<file path="config.mk">
export PLATFORM = sky130hd
export DESIGN_NAME = fifo_push_arb
export DESIGN_NICKNAME = d
export VERILOG_FILES = /design/src/rtl/fifo_push_arb.sv
export SDC_FILE = /design/constraint.sdc
export NUM_CORES = 1
export LEC_CHECK = 0
export CAP_MARGIN = 20
export CORE_ASPECT_RATIO = 0.6
export CORE_MARGIN = 1.5
export CORE_UTILIZATION = 27
export CTS_BUF_LIST = sky130_fd_sc_hd__clkbuf_8
export DETAILED_ROUTE_END_ITERATION = 16
export HOLD_SLACK_MARGIN = 0.12
export PLACE_DENSITY = 0.88
export SLEW_MARGIN = 20
export SYNTH_ARGS = -nofsm -noshare
export SYNTH_HDL_FRONTEND = slang
export SYNTH_SLANG_ARGS = --single-unit
</file>
<file path="constraint.sdc">
create_clock -name clk_i -period 3 [get_ports clk_i]
set_input_delay 0.6 -clock clk_i [delete_from_list [all_inputs] [get_ports clk_i]]
set_output_delay 0.6 -clock clk_i [all_outputs]
set_load 0.03 [all_outputs]
</file>
<file path="src/rtl/fifo_push_arb.sv">
// fifo_push_arb: round-robin arbiter that funnels NUM_REQ producers into one
// downstream FIFO push port, with a flush handshake (IDLE -> FLUSH -> ACK).
// Grants are combinational from req_i; the pointer and FSM are registered.
// Optional feature: define FIFO_PUSH_ARB_STATS_EN to add stall_cnt_o, a
// saturating 16-bit count of cycles where some producer waits without a grant.
module fifo_push_arb #(
  parameter int NUM_REQ    = 4,
  parameter int DATA_WIDTH = 32
) (
  input  logic                                 clk_i,
  input  logic                                 rst_ni,
  input  logic [NUM_REQ-1:0]                   req_i,
  input  logic [NUM_REQ-1:0][DATA_WIDTH-1:0]   data_i,
  output logic [NUM_REQ-1:0]                   gnt_o,
  input  logic                                 flush_req_i,
  output logic                                 flush_ack_o,
  input  logic                                 fifo_full_i,
  output logic                                 fifo_push_o,
  output logic [DATA_WIDTH-1:0]                fifo_data_o,
  output logic                                 fifo_flush_o,
  output logic [$clog2(NUM_REQ)-1:0]           idx_o
`ifdef FIFO_PUSH_ARB_STATS_EN
  ,
  output logic [15:0]                          stall_cnt_o
`endif
);

  localparam int              IDX_W     = $clog2(NUM_REQ);
  localparam logic [IDX_W:0]  NUM_REQ_L = (IDX_W+1)'(NUM_REQ);

  typedef enum logic [1:0] {
    ST_IDLE  = 2'd0,
    ST_FLUSH = 2'd1,
    ST_ACK   = 2'd2
  } state_e;

  state_e             state_q, state_d;
  logic [IDX_W-1:0]   rr_q, rr_d;

  logic               arb_en_s;
  logic               found_s;
  logic [IDX_W:0]     cand_s;
  logic [IDX_W:0]     rr_inc_s;
  logic [NUM_REQ-1:0] gnt_s;
  logic [IDX_W-1:0]   idx_s;
  logic               push_s;

  // Grants only in IDLE, with room downstream, no flush being requested and
  // reset released; a flush request wins over a simultaneous push.
  assign arb_en_s = rst_ni & (state_q == ST_IDLE) & ~flush_req_i & ~fifo_full_i;

  // Round-robin search: first requester at or after rr_q, wrapping at NUM_REQ.
  always_comb begin
    gnt_s   = '0;
    idx_s   = '0;
    found_s = 1'b0;
    cand_s  = '0;
    for (int i = 0; i < NUM_REQ; i++) begin
      cand_s = {1'b0, rr_q} + (IDX_W+1)'(i);
      if (cand_s >= NUM_REQ_L) begin
        cand_s = cand_s - NUM_REQ_L;
      end else begin
        cand_s = cand_s;
      end
      if (arb_en_s && !found_s && req_i[cand_s[IDX_W-1:0]]) begin
        found_s                    = 1'b1;
        gnt_s[cand_s[IDX_W-1:0]]   = 1'b1;
        idx_s                      = cand_s[IDX_W-1:0];
      end else begin
        found_s = found_s;
      end
    end
  end

  assign push_s       = |(req_i & gnt_s);
  assign gnt_o        = gnt_s;
  assign idx_o        = idx_s;
  assign fifo_push_o  = push_s;
  assign fifo_data_o  = data_i[idx_s];
  assign fifo_flush_o = (state_q == ST_FLUSH);
  assign flush_ack_o  = (state_q == ST_ACK);

  // Next pointer: one past the pushed producer, zeroed by a flush, else hold.
  always_comb begin
    rr_d     = rr_q;
    rr_inc_s = {1'b0, idx_s} + {{IDX_W{1'b0}}, 1'b1};
    if (state_q == ST_FLUSH) begin
      rr_d = '0;
    end else if (push_s) begin
      if (rr_inc_s >= NUM_REQ_L) begin
        rr_d = '0;
      end else begin
        rr_d = rr_inc_s[IDX_W-1:0];
      end
    end else begin
      rr_d = rr_q;
    end
  end

  // Flush handshake: one FLUSH cycle, one ACK cycle; requests outside IDLE are dropped.
  always_comb begin
    state_d = state_q;
    case (state_q)
      ST_IDLE: begin
        if (flush_req_i) begin
          state_d = ST_FLUSH;
        end else begin
          state_d = ST_IDLE;
        end
      end
      ST_FLUSH: state_d = ST_ACK;
      ST_ACK:   state_d = ST_IDLE;
      default:  state_d = ST_IDLE;
    endcase
  end

  // State and round-robin pointer registers; reset aborts any flush in progress.
  always_ff @(posedge clk_i or negedge rst_ni) begin
    if (!rst_ni) begin
      state_q <= ST_IDLE;
      rr_q    <= '0;
    end else begin
      state_q <= state_d;
      rr_q    <= rr_d;
    end
  end

`ifdef FIFO_PUSH_ARB_STATS_EN
  logic [15:0] stall_cnt_q, stall_cnt_d;

  // Stall counter: counts waiting-but-ungranted cycles, saturates, cleared by flush.
  always_comb begin
    stall_cnt_d = stall_cnt_q;
    if (state_q == ST_FLUSH) begin
      stall_cnt_d = 16'h0000;
    end else if ((|req_i) && !push_s && (stall_cnt_q != 16'hFFFF)) begin
      stall_cnt_d = stall_cnt_q + 16'h0001;
    end else begin
      stall_cnt_d = stall_cnt_q;
    end
  end

  // Stall counter register.
  always_ff @(posedge clk_i or negedge rst_ni) begin
    if (!rst_ni) begin
      stall_cnt_q <= 16'h0000;
    end else begin
      stall_cnt_q <= stall_cnt_d;
    end
  end

  assign stall_cnt_o = stall_cnt_q;
`endif

endmodule

</file>
-- Yosys cells after proc, flatten, opt, wreduce, memory -nomap -nowiden
Cells that the tools add are included.
- register bits: 4
- logic and storage cells: 90
- bits of input ports: 136
- equal/unequal tests: 2
- reduce and logical (&&, ||, !) cells: 17
- add/sub/neg operators: 8
- magnitude comparators: 14
- bitwise logic cells: 9
- mux-type cells: 38
- operators with widths (operator ; number):
    $bmux 32 s2 ; 1
    $mux 32 ; 1
    $mux 2 ; 11
    $mux 4 ; 4
    $lt 2x3->1 const B ; 5
    $ge 3x3->1 const B ; 4
    $mux 1 ; 12
    $or 4x4->4 ; 3
    $logic_and 1x1->1 ; 11
    $bmux 1 s2 ; 4
    $demux 1 s2 ; 4
    $ge 2x1->1 const B ; 4
    $sub 2x1->2 const B ; 4
    $add 2x1->3 const B ; 2
    $add 2x2->3 const B ; 2
    $and 4x4->4 ; 1
    $pmux 2 s2 ; 1
    $reduce_or 4->1 ; 1
    $and 1x1->1 ; 3
    $ge 2x3->1 const B ; 1
    $logic_not 1->1 ; 3
    $eq 2x1->1 const B ; 1
    $eq 2x2->1 const B ; 1
    $logic_not 2->1 ; 1
    2 further kinds ; 3

-- Longest topological paths before layout
- depth in word-level cells: 23
- mapped depth: 12
- gate-level depth less buffers: 9

-- Worst setup path before layout
Ideal clock, no wire load.
- path type: register to output
- start: register rr_q[0]
- end: output port fifo_data_o[12]
- cell stages (with the launch flop): 12
- arrival: 3.093 ns
- slack: -0.693 ns
- required time: 2.400 ns
- cells stage by stage: dfrtp_1 > buf_6 > inv_1 > ha_1 > mux4_1 > nor3b_1 > nand2_1 > o22a_1 > buf_6 > clkbuf_1 > nand2_1 > a22oi_1
- longest elaborated chain between the ends: 20
- elaborated cells between the ends (all ways): 42
- classes of those cells: add/sub (7); order compare (4); mux (21); reduce/logical (10)
- ends and longest elaborated chain (element ; line ; RTL):
    start, declared ; 38 ; logic [IDX_W-1:0] rr_q, rr_d;
    start signal, assigned ; 124 ; rr_q <= rr_d;
    $ge 2x3->1 or $sub 2x1->2 (tied branches) ; 60, 61 ;
    $mux 2 ; 60 ; if (cand_s >= NUM_REQ_L) begin
    $bmux 1 s2 ; 65 ; if (arb_en_s && !found_s && req_i[cand_s[IDX_W-1:0]]) begin
    $mux 1 (not written as such) ; 65 ;
    $logic_and 1x1->1 ; 65 ;
    $mux 1 ; 65 ;
    $logic_not 1->1 ; 65 ;
    $logic_and 1x1->1 (2 in series) ; 65 ;
    $mux 1 ; 65 ;
    $logic_not 1->1 ; 65 ;
    $logic_and 1x1->1 (2 in series) ; 65 ;
    $mux 1 ; 65 ;
    $logic_not 1->1 ; 65 ;
    $logic_and 1x1->1 (2 in series) ; 65 ;
    $mux 2 (*) ; 65 ;
    $bmux 32 s2 (*) ; 79 ; assign fifo_data_o = data_i[idx_s];
    $mux 32 (not written as such) (*) ; 79 ;
    end, declared ; 19 ; output logic [DATA_WIDTH-1:0] fifo_data_o,
Every way passes the cells marked *; elsewhere a longest branch is shown, timed or not. The select of a mux whose other input is x is not followed.

-- Worst setup path in the final report
- start: input port req_i[2]
- end: output port fifo_data_o[26]
- longest elaborated chain between the ends: 18
- elaborated cells between the ends (all ways): 27
- classes of those cells: mux (17); reduce/logical (10)
- ends and longest elaborated chain (element ; line ; RTL):
    start, declared ; 12 ; input logic [NUM_REQ-1:0] req_i,
    $bmux 1 s2 ; 65 ;
    $mux 1 (not written as such) ; 65 ;
    $logic_and 1x1->1 ; 65 ;
    $mux 1 ; 65 ;
    $logic_not 1->1 ; 65 ;
    $logic_and 1x1->1 (2 in series) ; 65 ;
    $mux 1 ; 65 ;
    $logic_not 1->1 ; 65 ;
    $logic_and 1x1->1 (2 in series) ; 65 ;
    $mux 1 ; 65 ;
    $logic_not 1->1 ; 65 ;
    $logic_and 1x1->1 (2 in series) ; 65 ;
    $mux 2 (*) ; 65 ;
    $bmux 32 s2 (*) ; 79 ;
    $mux 32 (not written as such) (*) ; 79 ;
Marked as above.

==> results.md <==
* Root buf cell: clkbuf_8
* Dpl hpwl at around 7500 um
* Worst path max stage delay at between 0.5 and 0.6 ns
* Period utilization at 1.14
* IO buf count at 176
* HP Class: input pin to async pin
* Die width at 105 um
* Post-synth top area cell: nand2_1
* Data arrival time of the critical path at 2.83 ns
* Most used cell, CP: buf_4
* Commonest non-fill, non-tap cells in the layout: 131 x clkdlybuf4s50_1, 72 x nand2_1, 52 x buf_6
* Mapped cell area at ~1700 um2
* Rows at 21
* Gr ovfl total at 0
* Setup crit end kind: output pin
* Dpl cell area at ~4200 um2
* Final wirelength at between 10000 and 15000 um
* Failing checks: negative setup slack
* Critical Path Slowest Stage Cell: mux4_2
* RSZ-0062 raised after global routing: true
* Drt wl/cell at between 20 and 25 um
* Setup Viol. Count Final at 39
* H-tree Lvls at 1
* PD cells at between 200 and 300 nW/um2
* First-pass GRT wire length at between 15000 and 20000 um
* Number of buffers created by CTS at 3
* Worst Path Required at ~2.4 ns
* Max-cap violations at 0
* Worst-path fanout max at 7
* CP Cell Sequence: buf_4, buf_4, mux4_2, nor3b_4, nand2_2, o22a_4, clkinv_8, buf_12, buf_16, nand2_4, a32oi_4, buf_6
* CORE AREA at a little under 6000 um2
* Library cells used by synthesis at ~40
* Worst vdd ir at ~0.38 mV
* Hold Fails Final Rpt at 0
* Commonest non-fill, non-tap cell in the layout: clkdlybuf4s50_1
* # nets final at just over 600
* Yosys reg bits at 4
* Syn Nets at ~400
* Startpoint type of the worst setup path: input pin
* Max clock buf depth at 2
* Worst skew pair latency at ~0.22 ns
* Mapped Cells at 252
* Largest cells by area after synthesis: nand2_1 18%, a21oi_1 14%, mux2i_1 9.0%
* Initial antenna violation count at 0
* Max Clock Skew at 0.00387 ns
* Minimum clock period at ~3.4 ns
* CTS tree: done
* Fmax at between 200 and 300 MHz
* Area Overhead vs Synth at 203%
* Die area at between 6000 and 7000 um2
* Largest net degree at the start of global routing at 20
* Crit Path Category: input pin to output pin
* Top Ports at about 180
* Synth top area share at 0.177
* Slew Limit Fails at 0
* Power, Total at approximately 1.4 mW
* Worst-margin pin slew at 0.564 ns
* Synth warn at 0
* 1st-iter DRT viols at between 200 and 250
* Worst setup margin at -0.427 ns
* Detail Route Antenna Nets at 0
* Total Routing Usage GR at 0.326
* LEAKAGE at ~2.0 nW
* GPL Wtd Cong at roughly 0.97
* # diodes at 0
* Slew headroom at 0.624
* # clock sinks at 4
* Status: complete, but fails checks
* Vias/cell at 5.53
* Initial Util at 0.289
* Vias in the first global route at around 3200
* Clock transition at path regs at 0.03 ns
* Vias at about 3000
* Die H at 64.0 um
* Remaining DRCs at 0
* Sequential share of the synthesized area at 0.0598
* Drt first pass iters at 6
* Layout cells sized above 1 at 0.456
* Syn Area/Cell at 6.64 um2
* Design Area, Final at between 5000 and 6000 um2
layout make-up:
class / instances / area (um2)
clock buffers: 3 / 41.3
well taps: 80 / 100
repair buffers: 242 / 2610
flip-flops and latches: 4 / 103
fillers: 289 / 711
multi-input cells: 220 / 2170
inverters: 7 / 46.3
flip-flops by register name (all words and copies together) (netlist names):
register  flops
rr_q          2
state_q       2
Yosys cell counts:
cell       count
mux2i_1       15
o21ai_0        2
clkbuf_4       1
a221o_1        1
o221ai_1       2
and2_4         1
buf_4          5
a221o_2        2
nor3b_1        2
mux4_2         2
clkbuf_1       8
buf_2          4
ha_1           8
or2_2          1
nor2b_4        1
a21oi_1       46
a21o_1         1
nand3b_1       4
a221oi_1       1
inv_1          5
nand3_1        1
o22a_1         1
a222oi_1       2
a211o_2        1
nor2b_1        3
dfrtp_1        4
a22oi_1       17
a2bb2oi_1      1
or4b_1         1
buf_6          3
inv_2          2
a22o_1         1
mux4_1         2
a32oi_1       12
nand2b_1       2
xnor2_1        1
and2_1         2
nor3_1         2
nand2_1       79
mux2_2         2
nor2_1         1
metrics by stage:
step | instances | hold WS [ns] | TNS [ns] | setup WS [ns] | utilization
floorplan | 252 | 0.304 | -6.36 | -0.215 | -
global placement | 530 | 0.510 | -24.19 | -0.697 | 0.718
detailed placement | 530 | 0.530 | -27.78 | -0.890 | 0.718
CTS | 553 | 0.422 | -11.05 | -0.376 | 0.846
global route | 556 | 0.451 | -15.48 | -0.486 | 0.877
finish | 556 | 0.427 | -12.76 | -0.427 | 0.877
worst max-delay path, delay by kind of cell:
family                 cells  cell delay [ns]
AOI/OAI and AO/OA          2             0.51
buffers and inverters      6             0.78
muxes                      1             0.51
and+or+nand+nor            3             0.40
metal layers:
layer  track usage  share of wire  vias up
met3        0.0755          0.080       43
li1              -              -     1388
met2         0.601           0.50      193
met5             0              0        -
met4         0.116          0.038        0
met1         0.372           0.38     1452
power breakdown:
group	leakage (nW)	internal [mW]	switching, mW
clock network	0.0216	0.0859	0.0319
logic	1.97	0.670	0.589
registers	0.0500	0.0632	0.00760
total	2.04	0.819	0.629
timing repair:
| action | 4_1_cts | 5_1_grt |
|---|---|---|
| endpoints found under the setup margin | 41 | 39 |
| hold buffers | 0 | 0 |
| pin swaps | 20 | 15 |
| gates resized for setup | 120 | 40 |
| buffers inserted | 15 | 5 |
| cloned | 6 | 0 |
kinds of logic (layout without fill, tap and decap cells):
group | after synthesis | after routing | synth area share
muxes | 21 | 21 | 0.162
and+or+nand+nor | 100 | 100 | 0.265
adders and majority gates | 8 | 8 | 0.0598
buffers and inverters | 28 | 252 | 0.0928
AOI/OAI and AO/OA | 90 | 90 | 0.356
xor gates and xnor gates | 1 | 1 | 0.00524
DFF | 4 | 4 | 0.0598
worst paths after layout:
kind | from | to | slack [ns] | cells after the start
min reg2reg | state_q[0] | state_q[0] | 0.55 | 2
min in group clk_i | state_q[0] | state_q[0] | 0.55 | 2
min | rst_ni | rr_q[0] | 0.43 | 2
max | req_i[2] | fifo_data_o[26] | -0.43 | 12
max in group asynchronous | rst_ni | rr_q[1] | 2.46 | 2
max reg2reg | rr_q[0] | rr_q[1] | 0.07 | 14
(Power assumes the default switching activity.)
